==> src/rtl/smf_pkg.sv <==
// rtl/smf_pkg.sv - shared FSM encoding and 3x3 window geometry for the smf median filter
package smf_pkg;

  typedef enum logic [2:0] {
    IDLE,
    LOAD,
    COMP,
    WRITE,
    COPY,
    DONE
  } smfState_t;

  localparam int WIN_SIZE   = 9;
  localparam int WIN_CENTRE = 4;

  // Row-major 3x3 neighbourhood, relative to the centre pixel
  localparam int WIN_ROW_OFS [WIN_SIZE] = '{-1, -1, -1, 0, 0, 0, 1, 1, 1};
  localparam int WIN_COL_OFS [WIN_SIZE] = '{-1, 0, 1, -1, 0, 1, -1, 0, 1};

endpackage

==> src/rtl/smf_median9.sv <==
// rtl/smf_median9.sv - combinational min / max / median of a 3x3 window
module smf_median9
  import smf_pkg::*;
#(
  parameter int DATA_WIDTH = 8
) (
  input  logic [DATA_WIDTH-1:0] window [WIN_SIZE],
  output logic [DATA_WIDTH-1:0] minVal,
  output logic [DATA_WIDTH-1:0] maxVal,
  output logic [DATA_WIDTH-1:0] medVal
);

  logic [DATA_WIDTH-1:0] s [WIN_SIZE];
  logic [DATA_WIDTH-1:0] tmp;

  // Odd-even transposition network: WIN_SIZE alternating compare-exchange stages
  always_comb begin
    tmp = '0;
    for (int i = 0; i < WIN_SIZE; i++) s[i] = window[i];
    for (int p = 0; p < WIN_SIZE; p++) begin
      for (int i = 0; i < WIN_SIZE - 1; i++) begin
        if (((i % 2) == (p % 2)) && (s[i] > s[i+1])) begin
          tmp    = s[i];
          s[i]   = s[i+1];
          s[i+1] = tmp;
        end
      end
    end
    minVal = s[0];
    maxVal = s[WIN_SIZE-1];
    medVal = s[WIN_CENTRE];
  end

endmodule

==> src/rtl/smf.sv <==
// rtl/smf.sv - 3x3 plain / switching median image filter over a raster source and destination memory
module smf
  import smf_pkg::*;
#(
  parameter int DATA_WIDTH = 8,
  parameter int ADDR_WIDTH = 8,
  parameter int DIM_WIDTH  = 16
) (
  input  logic                  clk,
  input  logic                  rst,
  input  logic                  filterEn,
  input  logic                  mode,
  input  logic [DIM_WIDTH-1:0]  M,
  input  logic [DIM_WIDTH-1:0]  N,
  input  logic [DATA_WIDTH-1:0] dataIn,
  output logic [ADDR_WIDTH-1:0] addrIn,
  output logic [DATA_WIDTH-1:0] dataOut,
  output logic [ADDR_WIDTH-1:0] addrOut,
  output logic                  wrOut,
  output logic                  busy,
  output logic                  filterF,
  output logic [15:0]           noiseCnt
);

  smfState_t             state, nextState;
  logic [DIM_WIDTH-1:0]  mR, nR, row, col, nextRow, nextCol;
  logic                  modeR, borderPix, lastCol, lastPix;
  logic [ADDR_WIDTH-1:0] pixAddr, winAddr;
  logic [3:0]            loadIdx;
  logic [DATA_WIDTH-1:0] win [WIN_SIZE];
  logic [DATA_WIDTH-1:0] netMin, netMax, netMed, minR, maxR, medR, centre, outPix;

  function automatic logic interiorAt(input logic [DIM_WIDTH-1:0] r, input logic [DIM_WIDTH-1:0] c);
    return (mR >= DIM_WIDTH'(3)) && (nR >= DIM_WIDTH'(3)) && (r != '0) && (c != '0) &&
           (r != mR - DIM_WIDTH'(1)) && (c != nR - DIM_WIDTH'(1));
  endfunction

  assign centre  = win[WIN_CENTRE];
  assign lastCol = (col == nR - DIM_WIDTH'(1));
  assign lastPix = lastCol && (row == mR - DIM_WIDTH'(1));
  assign nextCol = lastCol ? '0 : col + DIM_WIDTH'(1);
  assign nextRow = lastCol ? row + DIM_WIDTH'(1) : row;

  // Modular address arithmetic matches the r*N+c truncation rule
  assign winAddr = pixAddr + ADDR_WIDTH'(WIN_ROW_OFS[loadIdx]) * ADDR_WIDTH'(nR)
                           + ADDR_WIDTH'(WIN_COL_OFS[loadIdx]);

  assign outPix = (borderPix || (modeR && (centre != minR) && (centre != maxR))) ? centre : medR;

  smf_median9 #(.DATA_WIDTH(DATA_WIDTH)) uMedian (
    .window (win),
    .minVal (netMin),
    .maxVal (netMax),
    .medVal (netMed)
  );

  always_ff @(posedge clk or posedge rst) begin
    if (rst) state <= IDLE;
    else     state <= nextState;
  end

  always_comb begin
    nextState = state;
    addrIn    = '0;
    addrOut   = '0;
    dataOut   = '0;
    wrOut     = 1'b0;
    busy      = 1'b0;
    filterF   = 1'b0;
    case (state)
      IDLE: begin
        if (filterEn) nextState = ((M == '0) || (N == '0)) ? DONE : COPY;
      end
      LOAD: begin
        busy   = 1'b1;
        addrIn = winAddr;
        if (loadIdx == 4'(WIN_SIZE - 1)) nextState = COMP;
      end
      COMP: begin
        busy      = 1'b1;
        nextState = WRITE;
      end
      COPY: begin
        busy      = 1'b1;
        addrIn    = pixAddr;
        nextState = WRITE;
      end
      WRITE: begin
        busy    = 1'b1;
        wrOut   = 1'b1;
        addrOut = pixAddr;
        dataOut = outPix;
        if (lastPix)                         nextState = DONE;
        else if (interiorAt(nextRow, nextCol)) nextState = LOAD;
        else                                 nextState = COPY;
      end
      DONE: begin
        filterF = 1'b1;
        if (!filterEn) nextState = IDLE;
      end
      default: nextState = IDLE;
    endcase
  end

  always_ff @(posedge clk or posedge rst) begin
    if (rst) begin
      mR        <= '0;
      nR        <= '0;
      modeR     <= 1'b0;
      row       <= '0;
      col       <= '0;
      pixAddr   <= '0;
      loadIdx   <= '0;
      borderPix <= 1'b0;
      minR      <= '0;
      maxR      <= '0;
      medR      <= '0;
      noiseCnt  <= '0;
      for (int i = 0; i < WIN_SIZE; i++) win[i] <= '0;
    end else begin
      case (state)
        IDLE: begin
          if (filterEn) begin
            mR       <= M;
            nR       <= N;
            modeR    <= mode;
            row      <= '0;
            col      <= '0;
            pixAddr  <= '0;
            loadIdx  <= '0;
            noiseCnt <= '0;
          end
        end
        LOAD: begin
          win[loadIdx] <= dataIn;
          loadIdx      <= loadIdx + 4'd1;
        end
        COPY: begin
          win[WIN_CENTRE] <= dataIn;
          borderPix       <= 1'b1;
        end
        COMP: begin
          minR      <= netMin;
          maxR      <= netMax;
          medR      <= netMed;
          borderPix <= 1'b0;
        end
        WRITE: begin
          if ((outPix != centre) && (noiseCnt != 16'hFFFF)) noiseCnt <= noiseCnt + 16'd1;
          row     <= nextRow;
          col     <= nextCol;
          pixAddr <= pixAddr + ADDR_WIDTH'(1);
          loadIdx <= '0;
        end
        default: ;
      endcase
    end
  end

endmodule

==> config.mk <==
export PLATFORM = sky130hd
export DESIGN_NAME = smf
export DESIGN_NICKNAME = d
export VERILOG_FILES = /design/src/rtl/smf_pkg.sv /design/src/rtl/smf_median9.sv /design/src/rtl/smf.sv
export SDC_FILE = /design/constraint.sdc
export NUM_CORES = 2
export LEC_CHECK = 0
export ABC_CLOCK_PERIOD_IN_PS = 25800
export BUFFER_PORTS_ARGS = -buffer_cell sky130_fd_sc_hd__buf_4
export CORE_UTILIZATION = 45
export CTS_CLUSTER_DIAMETER = 60
export CTS_CLUSTER_SIZE = 14
export DETAILED_ROUTE_END_ITERATION = 10
export GPL_TIMING_DRIVEN = 0
export HOLD_SLACK_MARGIN = 0.08
export PLACE_DENSITY_LB_ADDON = 0.1
export SETUP_SLACK_MARGIN = 0.02
export SYNTH_ARGS = -nofsm -noshare
export SYNTH_HDL_FRONTEND = slang
export SYNTH_SLANG_ARGS = --single-unit
==> constraint.sdc <==
create_clock -name clk -period 25.8 [get_ports clk]
set_input_delay 5.16 -clock clk [delete_from_list [all_inputs] [get_ports clk]]
set_output_delay 5.16 -clock clk [all_outputs]
set_load 0.01 [all_outputs]
==> results.toml <==
[status]
status = "finished clean"

[drt]
route.detailed.drc = 0
routed_wl_mm = 77.7
antenna_left = 0
vias = 23400
drt_iter0_markers = 1603
avgViaCountPerCell = 5.85
wl_per_cell_um = 19.4
drtPass1Iterations = 6

[placement]
dp_hpwl_mm = 63.7
port_buffers = 86
gp_congestion = 0.920
dp_slack_ns = 4.22
dp.cells = 3965

[clocking]
cts_tree = "built"
clkSlewWorstSetupHoldPaths_ns = 0.09
clock_latency_ns = 0.50
root_buffer = "clkbuf_16"
clkSinkCount = 193
htree_levels = 4
post_cts_resize_count = 0
postCtsSetupBuffers = 0
cts_buffer_depth = 2
cts_buffers = 17
cts_hold_buf = 0

[setup_path]
worst-path-max-fanout = 10
critical_path_class = "flip-flop to flip-flop"
path_common_cell = "ha_1"
startpoint_type = "flip-flop"
critPathSlowestCell = "o21ai_0"
path_delay_family = "compound AO/OA/AOI/OAI gates"
path_buf_inv = 18
r2r_slack_ns = 3.89
cp_data_arrival_time_ns = 22.36
critPathMaxStageDelay_ns = 0.62
cp.required_ns = 26.25
endpoint_kind = "flip-flop"

[timing]
slew_violations = 0
clock.fmax_mhz = 45.6
rsz0062_at_grt = "false"
period_share = 0.849
finalWorstSetupSlack_ns = 3.89
finalSetupTns_ns = 0
setup_viol = 0
final-hold-violation-count = 0
worstMarginPinSlew_ns = 1.22
maxSlewHeadroom = 0.180
post-route-min-period_ns = 21.91
fin_skew_ns = 0.0104

[yosys]
ys_warn_count = 0
synth_area_per_cell_um2 = 8.05
synth_edf_count = 0
yosys_most_used_dff = "dfrtp_1"
ys_seq_area_frac = 0.192
ys_types = 103
netlist_instances = 3129
ys_seq_elements = 193
synthArstFlopShare = 1.00
syn_nets = 3461
synth_area_um2 = 25200

[hold_path]
worstHoldPathType = "flip-flop to flip-flop"

[floorplan]
die_height_um = 239
start_util = 0.456
rows = 86
core_area_um2 = 55200
dieArea_um2 = 56900
pin_count = 87
die_w_um = 239

[global_routing]
grt_overflow = 0
grtUsageTotal = 0.274
first_global_vias = 23000
grt_max_degree = 115
grt_first_pass_wirelength_mm = 124
antenna_found_initial = 0

[layout]
antenna_cells = 0
nets = 3568
area_growth_pct = 8.85
drive_above_1_share = 0.106
fill_cells = 5387
fin_cells = 3997

[run]
maxCapViolCount = 0
==> final timing paths <==
path,from,to,cells past startpoint
max in group asynchronous,rst,win[7],3
worst max-delay path,win[42],medR[5],88
worst max register to register,win[42],medR[5],88
min in group asynchronous,rst,noiseCnt[12],2
worst min register to register,maxR[6],maxR[6],2
worst min-delay path,maxR[6],maxR[6],2
==> cells in the final DEF, fill, tap and decap left out, types with 30 or more instances in the layout <==
| cell type | count |
|---|---|
| nor2b_1 | 41 |
| nand4_1 | 37 |
| o21ai_0 | 228 |
| mux2_2 | 158 |
| ha_1 | 267 |
| mux2i_1 | 205 |
| clkbuf_1 | 101 |
| nand2_1 | 277 |
| xnor2_1 | 120 |
| a21o_1 | 53 |
| a21oi_1 | 206 |
| and2_1 | 30 |
| buf_4 | 87 |
| nor2_1 | 248 |
| inv_1 | 262 |
| nand2b_1 | 38 |
| nor3_1 | 33 |
| xor2_1 | 51 |
| nand3_1 | 84 |
| dfrtp_1 | 193 |
==> state kept, by name (all words and copies together), names as in the netlist, 3 cells and up <==
| register | cells |
|---|---|
| nR | 16 |
| win | 64 |
| mR | 16 |
| maxR | 8 |
| medR | 8 |
| noiseCnt | 16 |
| minR | 8 |
| pixAddr | 8 |
| row | 16 |
| state | 3 |
| centre | 8 |
| col | 16 |
| loadIdx | 4 |
==> per-layer routing <==
layer / vias to the layer above / GRT usage / part of all wire
met4: 0 / 0.0884 / 0.029
met1: 11300 / 0.339 / 0.44
li1: 11500 / - / -
met5: - / 0 / 0
met2: 537 / 0.490 / 0.49
met3: 124 / 0.0309 / 0.036
==> synth_stat cells, types with 8 or more instances <==
library cell | number | area share
mux2i_1 | 205 | 0.081
o22ai_1 | 15 | 0.0037
nand2_1 | 277 | 0.041
nor2_1 | 248 | 0.037
dfrtp_1 | 193 | 0.19
a22oi_1 | 16 | 0.0048
o21ai_0 | 228 | 0.045
o21a_1 | 19 | 0.0057
nor4_1 | 24 | 0.0060
a41oi_1 | 9 | 0.0031
nor3b_1 | 8 | 0.0024
fa_1 | 21 | 0.017
a211oi_1 | 17 | 0.0051
mux2_2 | 158 | 0.071
a21oi_1 | 206 | 0.041
and2_1 | 30 | 0.0074
buf_1 | 10 | 0.0015
o211ai_1 | 15 | 0.0045
a31oi_1 | 25 | 0.0062
nor2b_1 | 41 | 0.010
nand4_1 | 37 | 0.0092
o21ai_1 | 10 | 0.0020
a22o_1 | 10 | 0.0035
and3_1 | 29 | 0.0072
a21o_1 | 53 | 0.016
or3_1 | 14 | 0.0035
nor3_1 | 33 | 0.0066
a32o_1 | 12 | 0.0048
xor2_1 | 51 | 0.018
o31ai_1 | 21 | 0.0063
o311a_1 | 8 | 0.0032
and4_1 | 14 | 0.0049
nand2b_1 | 38 | 0.0094
maj3_1 | 8 | 0.0032
inv_1 | 263 | 0.039
ha_1 | 267 | 0.13
nand3_1 | 84 | 0.017
or2_2 | 8 | 0.0020
o2bb2ai_1 | 9 | 0.0031
xnor2_1 | 120 | 0.042
o21bai_1 | 9 | 0.0027
clkbuf_1 | 101 | 0.015
==> through the flow <==
step | area (µm²) | hold slack, ns | utilization
after global routing | 27400 | 0.532 | 0.497
after global placement | 26800 | 0.483 | 0.485
after CTS | 27400 | 0.509 | 0.497
final | 27400 | 0.509 | 0.497
after detailed placement | 26800 | 0.492 | 0.486
after floorplan | 25200 | 0.470 | -
==> layout make-up <==
class / count / area (µm²) / share of cell area
tap: 748 / 936 / 0.0341
sequential: 193 / 4830 / 0.176
clock buffer: 17 / 425 / 0.0155
inverter: 263 / 995 / 0.0363
timing repair buffer: 88 / 681 / 0.0248
clock inverter: 15 / 175 / 0.00639
buffer: 120 / 487 / 0.0177
multi-input combinational: 2553 / 18900 / 0.689
==> worst register-to-register path, delay by kind of cell, from the launching register on <==
kind	cells	cell delay, ns
and+or+nand+nor	27	5.18
DFF	1	0.32
AOI/OAI and AO/OA	26	5.70
muxes	8	3.31
buffers and inverters	18	4.66
adders and majority gates	9	2.72
==> cells by family (layout without fill, tap and decap cells) <==
kind of cell / after synthesis / in the layout / synth area share
AO/OA/AOI/OAI: 790 / 790 / 0.205
XOR/XNOR: 172 / 172 / 0.0601
adder cells (fa/ha/maj): 299 / 299 / 0.154
buffers and inverters: 383 / 503 / 0.0585
flip-flops: 193 / 193 / 0.192
multiplexers: 369 / 369 / 0.155
AND/OR/NAND/NOR: 923 / 923 / 0.176
Power is left out: the tool's default activity adds up to more than one toggle a clock period on the data nets, which glitch-free logic cannot reach.
